### src/rtl/parking_gate_scheduler_pkg.sv
// Shared types and default constants for the parking gate scheduler.
// Contents:
//   DEF_NUM_SLOTS / DEF_ID_W - default slot count and slot ID width
//   sched_state_e            - scheduler FSM states
//   gate_sel_e               - which gate a hold phase drives (also the arbiter priority value)
package parking_pkg;

    localparam int DEF_NUM_SLOTS = 4;
    localparam int DEF_ID_W      = 2;

    typedef enum logic [2:0] {
        IDLE,
        ENTRY_WR,
        EXIT_RD,
        EXIT_DONE,
        GATE_HOLD
    } sched_state_e;

    typedef enum logic {
        GATE_ENTRY,
        GATE_EXIT
    } gate_sel_e;

endpackage

### src/rtl/parking_gate_scheduler_if.sv
// Request/acknowledge and timestamp-buffer signals of the parking gate scheduler.
//   master : gate detector side (drives requests, observes acks and buffer strobes)
//   slave  : scheduler side
// Signals: entry_req, exit_req, exit_id, entry_ack, entry_slot, exit_ack, exit_err,
//          buf_write, buf_read, buf_id.
interface parking_gate_scheduler_if #(
    parameter int ID_W = 2
) ();
    logic            entry_req;
    logic            exit_req;
    logic [ID_W-1:0] exit_id;
    logic            entry_ack;
    logic [ID_W-1:0] entry_slot;
    logic            exit_ack;
    logic            exit_err;
    logic            buf_write;
    logic            buf_read;
    logic [ID_W-1:0] buf_id;

    modport master (
        output entry_req, exit_req, exit_id,
        input  entry_ack, entry_slot, exit_ack, exit_err, buf_write, buf_read, buf_id
    );

    modport slave (
        input  entry_req, exit_req, exit_id,
        output entry_ack, entry_slot, exit_ack, exit_err, buf_write, buf_read, buf_id
    );
endinterface

### src/rtl/parking_gate_scheduler_slot_allocator.sv
// Occupancy register with lowest-free-slot encoder and registered full/empty flags.
// Ports:
//   clk, reset          - clock, synchronous active-low reset
//   set_en / set_id     - mark a slot occupied at the end of the cycle
//   clr_en / clr_id     - mark a slot free at the end of the cycle
//   occupancy           - one bit per slot
//   free_id             - lowest-index free slot (0 when none is free)
//   full_flag/empty_flag- registered, follow occupancy by one cycle
module slot_allocator #(
    parameter int NUM_SLOTS = 4,
    parameter int ID_W      = 2
) (
    input  logic                 clk,
    input  logic                 reset,
    input  logic                 set_en,
    input  logic [ID_W-1:0]      set_id,
    input  logic                 clr_en,
    input  logic [ID_W-1:0]      clr_id,
    output logic [NUM_SLOTS-1:0] occupancy,
    output logic [ID_W-1:0]      free_id,
    output logic                 full_flag,
    output logic                 empty_flag
);
    logic [NUM_SLOTS-1:0] occ_q, occ_d;
    logic                 full_q, full_d;
    logic                 empty_q, empty_d;

    always_comb begin
        occ_d = occ_q;
        for (int i = 0; i < NUM_SLOTS; i++) begin
            if (set_en && set_id == ID_W'(i)) occ_d[i] = 1'b1;
            if (clr_en && clr_id == ID_W'(i)) occ_d[i] = 1'b0;
        end
        // Flags are derived from the registered occupancy, so they lag it by a cycle.
        full_d  = &occ_q;
        empty_d = ~|occ_q;
    end

    // Descending scan so the lowest free index is the one that sticks.
    always_comb begin
        free_id = '0;
        for (int i = NUM_SLOTS - 1; i >= 0; i--) begin
            if (!occ_q[i]) free_id = ID_W'(i);
        end
    end

    always_ff @(posedge clk) begin
        if (!reset) begin
            occ_q   <= '0;
            full_q  <= 1'b0;
            empty_q <= 1'b1;
        end else begin
            occ_q   <= occ_d;
            full_q  <= full_d;
            empty_q <= empty_d;
        end
    end

    assign occupancy  = occ_q;
    assign full_flag  = full_q;
    assign empty_flag = empty_q;
endmodule

### src/rtl/parking_gate_scheduler.sv
// Serialises entry/exit gate requests onto the single timestamp buffer port,
// allocates/validates slot IDs and holds the served gate open for a fixed time.
// Optional build macro ROUND_ROBIN_EN: alternate tie priority after every grant;
// when undefined exits always win a tie and no pointer register exists.
// Ports:
//   clk, reset                      - clock, synchronous active-low reset
//   sched_bus (slave)               - requests, acks, buffer strobes and index
//   gate_entry_open, gate_exit_open - gate actuators
//   occupancy, full_flag, empty_flag- slot status
//
// state     | meaning
// IDLE      | sample and arbitrate requests
// ENTRY_WR  | write timestamp for lowest free slot, pulse entry_ack
// EXIT_RD   | validate latched ID; read buffer or pulse exit_err
// EXIT_DONE | buffer data registered, pulse exit_ack
// GATE_HOLD | selected gate open for GATE_OPEN_CYCLES cycles
module parking_gate_scheduler
    import parking_pkg::*;
#(
    parameter int NUM_SLOTS        = DEF_NUM_SLOTS,
    parameter int ID_W             = DEF_ID_W,
    parameter int GATE_OPEN_CYCLES = 8
) (
    input  logic                     clk,
    input  logic                     reset,
    parking_gate_scheduler_if.slave  sched_bus,
    output logic                     gate_entry_open,
    output logic                     gate_exit_open,
    output logic [NUM_SLOTS-1:0]     occupancy,
    output logic                     full_flag,
    output logic                     empty_flag
);
    localparam logic [7:0] HOLD_LOAD = 8'(GATE_OPEN_CYCLES - 1);

    sched_state_e    state_q, state_d;
    logic [ID_W-1:0] exit_id_q, exit_id_d;
    logic [7:0]      hold_cnt_q, hold_cnt_d;
    gate_sel_e       gate_sel_q, gate_sel_d;
    gate_sel_e       prio_cur;

    logic            entry_ok, exit_ok, grant_exit, exit_valid;
    logic            set_en, clr_en;
    logic [ID_W-1:0] free_id;

    slot_allocator #(
        .NUM_SLOTS (NUM_SLOTS),
        .ID_W      (ID_W)
    ) u_slot_allocator (
        .clk        (clk),
        .reset      (reset),
        .set_en     (set_en),
        .set_id     (free_id),
        .clr_en     (clr_en),
        .clr_id     (exit_id_q),
        .occupancy  (occupancy),
        .free_id    (free_id),
        .full_flag  (full_flag),
        .empty_flag (empty_flag)
    );

    assign entry_ok   = sched_bus.entry_req && !full_flag;
    assign exit_ok    = sched_bus.exit_req;
    assign grant_exit = exit_ok && (!entry_ok || prio_cur == GATE_EXIT);

`ifdef ROUND_ROBIN_EN
    gate_sel_e prio_q, prio_d;

    always_comb begin
        prio_d = prio_q;
        if (state_q == IDLE && (entry_ok || exit_ok))
            prio_d = (prio_q == GATE_EXIT) ? GATE_ENTRY : GATE_EXIT;
    end

    always_ff @(posedge clk) begin
        if (!reset) prio_q <= GATE_EXIT;
        else        prio_q <= prio_d;
    end

    assign prio_cur = prio_q;
`else
    assign prio_cur = GATE_EXIT;
`endif

    // IDs outside the slot range never match a slot, so they read as unoccupied.
    always_comb begin
        exit_valid = 1'b0;
        for (int i = 0; i < NUM_SLOTS; i++) begin
            if (exit_id_q == ID_W'(i) && occupancy[i]) exit_valid = 1'b1;
        end
    end

    always_comb begin
        state_d              = state_q;
        exit_id_d            = exit_id_q;
        hold_cnt_d           = hold_cnt_q;
        gate_sel_d           = gate_sel_q;
        set_en               = 1'b0;
        clr_en               = 1'b0;
        sched_bus.entry_ack  = 1'b0;
        sched_bus.entry_slot = '0;
        sched_bus.exit_ack   = 1'b0;
        sched_bus.exit_err   = 1'b0;
        sched_bus.buf_write  = 1'b0;
        sched_bus.buf_read   = 1'b0;
        sched_bus.buf_id     = '0;
        gate_entry_open      = 1'b0;
        gate_exit_open       = 1'b0;

        case (state_q)
            IDLE: begin
                if (grant_exit) begin
                    state_d   = EXIT_RD;
                    exit_id_d = sched_bus.exit_id;
                end else if (entry_ok) begin
                    state_d = ENTRY_WR;
                end
            end
            ENTRY_WR: begin
                sched_bus.buf_write  = 1'b1;
                sched_bus.buf_id     = free_id;
                sched_bus.entry_slot = free_id;
                sched_bus.entry_ack  = 1'b1;
                set_en               = 1'b1;
                gate_sel_d           = GATE_ENTRY;
                hold_cnt_d           = HOLD_LOAD;
                state_d              = GATE_HOLD;
            end
            EXIT_RD: begin
                if (exit_valid) begin
                    sched_bus.buf_read = 1'b1;
                    sched_bus.buf_id   = exit_id_q;
                    clr_en             = 1'b1;
                    state_d            = EXIT_DONE;
                end else begin
                    sched_bus.exit_err = 1'b1;
                    state_d            = IDLE;
                end
            end
            EXIT_DONE: begin
                sched_bus.exit_ack = 1'b1;
                gate_sel_d         = GATE_EXIT;
                hold_cnt_d         = HOLD_LOAD;
                state_d            = GATE_HOLD;
            end
            GATE_HOLD: begin
                gate_entry_open = (gate_sel_q == GATE_ENTRY);
                gate_exit_open  = (gate_sel_q == GATE_EXIT);
                if (hold_cnt_q == 8'd0) state_d = IDLE;
                else                    hold_cnt_d = hold_cnt_q - 8'd1;
            end
            default: state_d = IDLE;
        endcase
    end

    always_ff @(posedge clk) begin
        if (!reset) begin
            state_q    <= IDLE;
            exit_id_q  <= '0;
            hold_cnt_q <= 8'd0;
            gate_sel_q <= GATE_ENTRY;
        end else begin
            state_q    <= state_d;
            exit_id_q  <= exit_id_d;
            hold_cnt_q <= hold_cnt_d;
            gate_sel_q <= gate_sel_d;
        end
    end
endmodule

### src/flat_wrapper.sv
// flat-port wrapper written by rule: the top's interface ports become plain ports
module parking_gate_scheduler_flat import parking_pkg::*;
#(
    parameter int NUM_SLOTS        = DEF_NUM_SLOTS,
    parameter int ID_W             = DEF_ID_W,
    parameter int GATE_OPEN_CYCLES = 8
)
  (clk, reset, gate_entry_open, gate_exit_open, occupancy, full_flag, empty_flag, sched_bus_entry_req, sched_bus_exit_req, sched_bus_exit_id, sched_bus_entry_ack, sched_bus_entry_slot, sched_bus_exit_ack, sched_bus_exit_err, sched_bus_buf_write, sched_bus_buf_read, sched_bus_buf_id);
  parking_gate_scheduler_if #(.ID_W(ID_W)) sched_bus_i ();
  input  logic clk;
  input  logic reset;
  output logic gate_entry_open;
  output logic gate_exit_open;
  output logic [NUM_SLOTS-1:0] occupancy;
  output logic full_flag;
  output logic empty_flag;
  input wire logic [$bits(sched_bus_i.entry_req)-1:0] sched_bus_entry_req;
  input wire logic [$bits(sched_bus_i.exit_req)-1:0] sched_bus_exit_req;
  input wire logic [$bits(sched_bus_i.exit_id)-1:0] sched_bus_exit_id;
  output wire logic [$bits(sched_bus_i.entry_ack)-1:0] sched_bus_entry_ack;
  output wire logic [$bits(sched_bus_i.entry_slot)-1:0] sched_bus_entry_slot;
  output wire logic [$bits(sched_bus_i.exit_ack)-1:0] sched_bus_exit_ack;
  output wire logic [$bits(sched_bus_i.exit_err)-1:0] sched_bus_exit_err;
  output wire logic [$bits(sched_bus_i.buf_write)-1:0] sched_bus_buf_write;
  output wire logic [$bits(sched_bus_i.buf_read)-1:0] sched_bus_buf_read;
  output wire logic [$bits(sched_bus_i.buf_id)-1:0] sched_bus_buf_id;
  assign sched_bus_i.entry_req = sched_bus_entry_req;
  assign sched_bus_i.exit_req = sched_bus_exit_req;
  assign sched_bus_i.exit_id = sched_bus_exit_id;
  assign sched_bus_entry_ack = sched_bus_i.entry_ack;
  assign sched_bus_entry_slot = sched_bus_i.entry_slot;
  assign sched_bus_exit_ack = sched_bus_i.exit_ack;
  assign sched_bus_exit_err = sched_bus_i.exit_err;
  assign sched_bus_buf_write = sched_bus_i.buf_write;
  assign sched_bus_buf_read = sched_bus_i.buf_read;
  assign sched_bus_buf_id = sched_bus_i.buf_id;
  parking_gate_scheduler #(.NUM_SLOTS(NUM_SLOTS), .ID_W(ID_W), .GATE_OPEN_CYCLES(GATE_OPEN_CYCLES)) u_core (.clk(clk), .reset(reset), .sched_bus(sched_bus_i), .gate_entry_open(gate_entry_open), .gate_exit_open(gate_exit_open), .occupancy(occupancy), .full_flag(full_flag), .empty_flag(empty_flag));
endmodule
### config.mk
export PLATFORM = sky130hd
export DESIGN_NAME = parking_gate_scheduler_flat
export DESIGN_NICKNAME = d
export VERILOG_FILES = /design/src/rtl/parking_gate_scheduler_pkg.sv /design/src/rtl/parking_gate_scheduler_if.sv /design/src/rtl/parking_gate_scheduler_slot_allocator.sv /design/src/rtl/parking_gate_scheduler.sv /design/src/flat_wrapper.sv
export SDC_FILE = /design/constraint.sdc
export NUM_CORES = 1
export LEC_CHECK = 0
export ABC_CLOCK_PERIOD_IN_PS = 1780
export CORE_ASPECT_RATIO = 0.6
export CORE_MARGIN = 4
export CORE_UTILIZATION = 25
export DETAILED_ROUTE_END_ITERATION = 8
export GPL_ROUTABILITY_DRIVEN = 0
export HOLD_SLACK_MARGIN = 0.02
export PLACE_DENSITY = 0.43
export SYNTH_ARGS = -nofsm -noshare
export SYNTH_HDL_FRONTEND = slang
export SYNTH_SLANG_ARGS = --single-unit
### constraint.sdc
create_clock -name clk -period 1.78 [get_ports clk]
set_input_delay 0.356 -clock clk [delete_from_list [all_inputs] [get_ports clk]]
set_output_delay 0.356 -clock clk [all_outputs]
set_load 0.05 [all_outputs]
**Word-level counts from Yosys, hierarchy flattened**

Cells that the tools add are included.

- Input port bits: 6
- Bits in latches: 0
- Register bits: 20
- RAM bits: 0
- Word-level logic and storage cells: 84
- Output and inout port bits: 17
- ROM bits: 0
- Memories kept: 0

- Mux-type cells: 27
- Bitwise operators: 2
- Equal/unequal tests: 13
- Reduce and logical (&&, ||, !) cells: 31
- Order comparisons: 0
- Div/mod/pow operators: 0
- Shift operators: 0
- $mul: 0
- Add/sub/neg operators: 1

Operators with widths:

| cell | count |
|---|---|
| 8-bit one-hot mux with 2 select lines | 1 |
| 2-bit two-way mux | 7 |
| 1-bit logical AND | 13 |
| 1-bit two-way mux | 12 |
| 3-bit one-hot mux with 4 select lines | 1 |
| 2-bit OR reduction | 5 |
| 3-bit two-way mux | 3 |
| 2-bit equality test, second input constant | 4 |
| 8-bit logical NOT | 1 |
| 8-bit two-way mux | 1 |
| 8-bit by 1-bit subtractor with 8-bit output, second input constant | 1 |
| 3-bit by 2-bit equality test with 1-bit output, second input constant | 2 |
| 2-bit AND reduction | 3 |
| 2-bit by 1-bit equality test with 1-bit output, second input constant | 2 |
| 2-bit logical NOT | 2 |
| 2-bit one-hot mux with 2 select lines | 1 |
| 4-bit AND reduction | 1 |
| 2-bit nonzero test | 2 |
| 4-bit OR reduction | 1 |
| 3-bit by 1-bit equality test with 1-bit output, second input constant | 1 |
| 3-bit equality test, second input constant | 1 |
| 3-bit logical NOT | 1 |
| 3-bit by 2-bit != test with 1-bit output, second input constant | 1 |
| 1-bit logical NOT | 2 |
| other kinds (4) | 5 |

**Longest topological paths before layout**

- Word-level depth: 10
- Mapped depth: 5

**By module**

A second synthesis with hierarchy kept.

- Cells, all modules: 120
- Area total of the unflattened synthesis: 1056.0 µm²

Modules (own cells, without submodules):

| module | area each (µm²) | cells an instance | times used |
|---|---|---|---|
| parking_gate_scheduler | 804.5 | 96 | 1 |
| slot_allocator | 251.5 | 24 | 1 |

**Worst setup path before layout**

OpenSTA, ideal clock, no wires.

- Path type: reg2out
- From: reg u_core.u_slot_allocator.occ_q[0] (netlist: u_core.u_slot_allocator.occupancy[0])
- To: out sched_bus_buf_id[0]
- Cell stages (with the launch flop): 4
- Data required time: 1424 ps
- Setup slack: -1259 ps
- Arrival: 2683 ps
- Path through: dfxtp_1 > and4bb_2 > a21boi_0 > a31o_2

- Longest elaborated chain between the ends: 7
- Elaborated cells between the ends (all ways): 8
- Classes of those cells: mux: 7; reduce/logical: 1

Ends and longest elaborated chain:

| element | RTL line | source |
|---|---|---|
| start, declared | parking_gate_scheduler_slot_allocator.sv:24 | `logic [NUM_SLOTS-1:0] occ_q, occ_d;` |
| start signal, assigned | parking_gate_scheduler_slot_allocator.sv:49 | `occ_q <= '0;` |
| start signal, assigned | parking_gate_scheduler_slot_allocator.sv:53 | `occ_q <= occ_d;` |
| 1-bit logical AND | parking_gate_scheduler.sv:88 | `if (exit_id_q == ID_W'(i) && occupancy[i]) exit_valid = 1'b1;` |
| 1-bit two-way mux (4 in series) | parking_gate_scheduler.sv:88 |  |
| 2-bit two-way mux | parking_gate_scheduler.sv:129 | `if (exit_valid) begin` |
| 2-bit one-hot mux with 2 select lines (*) | parking_gate_scheduler.sv:109 | `case (state_q)` |
| end, declared | flat_wrapper.sv:26 | `output wire logic [$bits(sched_bus_i.buf_id)-1:0] sched_bus_buf_id;` |

Mark *: on every way between the ends. The rest lies on a longest branch, timed or not.

**Worst setup path after layout**

- From: reg u_core.exit_id_q[0]
- To: out sched_bus_buf_id[0]

- Longest elaborated chain between the ends: 8
- Elaborated cells between the ends (all ways): 14
- Classes of those cells: eq/ne: 3; mux: 6; reduce/logical: 5

Ends and longest elaborated chain:

| element | RTL line | source |
|---|---|---|
| start, declared | parking_gate_scheduler.sv:36 | `logic [ID_W-1:0] exit_id_q, exit_id_d;` |
| start signal, assigned | parking_gate_scheduler.sv:163 | `exit_id_q <= exit_id_d;` |
| 2-bit logical NOT | parking_gate_scheduler.sv:88 |  |
| 1-bit logical AND | parking_gate_scheduler.sv:88 |  |
| 1-bit two-way mux (4 in series) | parking_gate_scheduler.sv:88 |  |
| 2-bit two-way mux (*) | parking_gate_scheduler.sv:129 |  |
| 2-bit one-hot mux with 2 select lines (*) | parking_gate_scheduler.sv:109 |  |

Marked as above.

==> flow_summary.rst <==
.. list-table::
   :header-rows: 1

   * - Metric
     - Value
   * - Result of the run
     - finished with violations
   * - Violations in the final reports
     - setup timing
   * - Number of antenna violations at the first check in global routing
     - 0
   * - Number of vias per cell
     - 4.85
   * - Worst setup slack after placement
     - 67.3 ps
   * - Worst setup path category
     - flip-flop to primary output
   * - Fin. Hold Viols
     - 0
   * - Effective utilization at floorplan
     - 0.270
   * - Sort of element at the start of the critical path
     - flip-flop
   * - Grt ovf
     - 0
   * - Slew margin rel.
     - 0.793
   * - Cell chosen for the clock root
     - clkbuf_8
   * - Sequential area share after synthesis
     - 0.346
   * - Chip height
     - 60.7 um
   * - Number of nets in the finished design
     - 179
   * - Post-Synthesis Net Count
     - 133
   * - Hold/Removal Path Class
     - flip-flop to flip-flop
   * - CP Capture Type
     - primary output
   * - Max-slew violation count
     - 0
   * - Detailed-route DRC error count
     - 0
   * - Number of nets still failing antenna checks after routing
     - 0
   * - Fraction of the core area covered by cells at the end of the flow
     - 0.437
   * - Final worst-path cycle share
     - 1.09
   * - Crit path required time
     - 1420 ps
   * - Overall track demand over capacity in global routing
     - 0.124
   * - Number of distinct library cell variants in the gate-level netlist after synthesis
     - 44
   * - Clock tree from TritonCTS
     - yes
   * - Clock latency reported for the late side of the worst-skew pair
     - 260 ps
   * - Drt total wl
     - 3.35 mm
   * - Maximum fanout count along the critical path
     - 4
   * - Number of primary I/O pins
     - 23
   * - Cell depth of the worst min-delay path
     - 1
   * - Area inside the core boundary
     - 0.00428 mm2
   * - Worst ir drop on vdd
     - 0.269 mV
   * - Relative area change from synthesis to final layout
     - 61.5%
   * - Transition at the pin with the smallest max-transition slack
     - 309 ps
   * - Number of enable flip-flop cells after synthesis
     - 0
   * - R2R setup slack
     - 120 ps
   * - TritonRoute pass-1 iters
     - 4
   * - Wire length of the first global-routing pass
     - 5.36 mm
   * - Share of flip-flops with an asynchronous set or reset
     - 0
   * - Clk buf depth
     - 2
   * - Hold worst-path end
     - u_core.state_q[0]$_SDFFE_PN0P_
   * - Most instantiated flip-flop cell in the synthesis netlist
     - dfxtp_1
   * - Area of the die
     - 0.00582 mm2
   * - Highest clock rate
     - 517 MHz
   * - Minimum clock period after layout
     - 1940 ps
   * - Slack of the critical path
     - -156 ps
   * - Mapped cell area
     - 0.00116 mm2
   * - Total number of vias
     - 1115
   * - Share of layout cells above drive strength 1
     - 0.482
   * - Routed len/inst
     - 14.6 um
   * - R2r endpoint
     - u_core.hold_cnt_q[3]$_SDFFE_PN0P_
   * - CTS Buf Count
     - 3
   * - Static leakage
     - 0.752 nW
   * - Iteration-0 DRC Markers
     - 53
   * - Syn Inst Count
     - 125
   * - Final setup violation count
     - 4
   * - Number of synthesized register bits
     - 20
   * - Setup repair after global routing missed its margin
     - true
   * - HPWL after detailed placement
     - 2.58 mm
   * - Tot Pwr
     - 1.10 mW
   * - Arrival time at the worst endpoint
     - 1580 ps
   * - Die width
     - 95.8 um
   * - Yosys warns
     - 0
   * - Number of placement rows
     - 18
   * - Pin count of the biggest net entering global routing
     - 12
   * - Max H-tree Level
     - 1
   * - Launch instance of the worst register-to-register path
     - u_core.state_q[0]$_SDFFE_PN0P_
   * - Maximum clock skew at final layout
     - 1.37 ps
   * - Via count of the first global-routing pass
     - 1077
   * - Power density over the cells
     - 587 mW/mm2
   * - Hold Startpoint
     - u_core.state_q[0]$_SDFFE_PN0P_
   * - Clock transition at the register clock pins on the worst setup and hold paths after CTS
     - 80 ps
   * - Average instance area after synthesis
     - 9.26 um2
   * - Port-buffer cells
     - 22
   * - Max_cap viols
     - 0
   * - Antenna diode count
     - 0
   * - Clock Sink Count
     - 20
   * - Path depth of the worst reg2reg path
     - 5
through the flow:
step	setup TNS [ps]	instances	hold slack [ps]	area, um2
after CTS	-412	227	457	1820
after global routing	-652	230	480	1870
after floorplan	-237	125	456	1200
after detailed placement	0	217	487	1670
after global placement	0	217	483	1670
final	-380	230	454	1870
Yosys cell counts, drive strengths merged (2+ instances only):
cell,instances,area (um2)
inv,7,26.3
or4,4,30.0
a311oi,2,23.8
nor2,10,37.5
and2,2,12.5
ha,2,25.0
nor2b,4,25.0
buf,5,45.0
nor3b,3,22.5
nand3,8,40.0
mux2i,7,70.1
clkbuf,5,18.8
a2111oi,2,30.0
nand2,5,18.8
or2,2,12.5
nor3,4,20.0
nor4,4,43.8
a221oi,2,30.0
dfxtp,20,400
a21oi,4,20.0
a211oi,2,15.0
or3,2,12.5
worst max-delay path, stage by stage, from the launching register on:
cell and delay, ps:
dfxtp_2 340, mux4_2 570, a31o_4 260, buf_12 140
worst max-delay path by stage:
| stage | end | startpoint | cells past startpoint | slack (ps) |
|---|---|---|---|---|
| 2_1_floorplan | sched_bus_buf_id[0] | u_core.u_slot_allocator.occupancy[0]$_SDFFE_PP0P_ | 3 | -140 |
| 3_3_place_gp | u_core.exit_id_q[0]$_SDFFE_PN0P_ | sched_bus_exit_req | 5 | 80 |
| 3_5_place_dp | u_core.exit_id_q[0]$_SDFFE_PN0P_ | sched_bus_exit_req | 5 | 70 |
| 4_1_cts | sched_bus_buf_id[0] | u_core.exit_id_q[0]$_SDFFE_PN0P_ | 3 | -170 |
| 5_1_grt | sched_bus_buf_id[0] | u_core.exit_id_q[0]$_SDFFE_PN0P_ | 3 | -200 |
| 6_report | sched_bus_buf_id[0] | u_core.exit_id_q[0]$_SDFFE_PN0P_ | 3 | -160 |
routing by layer:
layer | wire length, um | GRT usage | part of all wire
met5 | 0 | 0 | 0
met4 | 27 | 0.0304 | 0.0081
met3 | 226 | 0.0409 | 0.068
met2 | 1350 | 0.166 | 0.40
met1 | 1740 | 0.187 | 0.52
layout make-up:
class	count	area, um2
well taps	60	75.1
fillers	419	2410
repair buffers	51	552
clock buffers	4	55.1
multi-input cells	88	744
flip-flops and latches	20	417
inverters	7	26.3
registers in the layout (all words and copies together), names as in the netlist:
signal / cells
u_core.hold_cnt_q: 8
u_core.u_slot_allocator.occupancy: 4
u_core.state_q: 3
u_core.exit_id_q: 2
u_core.gate_sel_q: 1
u_core.u_slot_allocator.empty_flag: 1
u_core.u_slot_allocator.full_flag: 1
what timing repair did:
item                                    CTS  global route
pin swaps                                 7             1
gates resized for setup                  14             6
buffers inserted                          6             3
hold buffers                              0             0
endpoints found under the setup margin    7            10
kinds of logic (layout without fill, tap and decap cells):
family          count (synthesis)  after routing  synth area share
compound gates                 22             22             0.175
mux                             8              8            0.0800
buf+inv                        17             62            0.0778
simple gates                   56             56             0.299
flops                          20             20             0.346
fa+ha+maj                       2              2            0.0216
report_power, final:
group / internal (mW) / switching [mW]
sequential: 0.461 / 0.0153
combinational: 0.127 / 0.138
clock: 0.197 / 0.159
placed cells by master (no fill, tap or decap), drive strengths merged, types with 3 or more instances in the layout:
cell type	count
a21oi	4
buf	46
clkbuf	4
clkdlybuf4s50	5
dfxtp	20
inv	7
mux2i	7
nand2	5
nand3	8
nor2	10
nor2b	4
nor3	4
nor3b	3
nor4	4
or4	4
(Power assumes the default switching activity.)
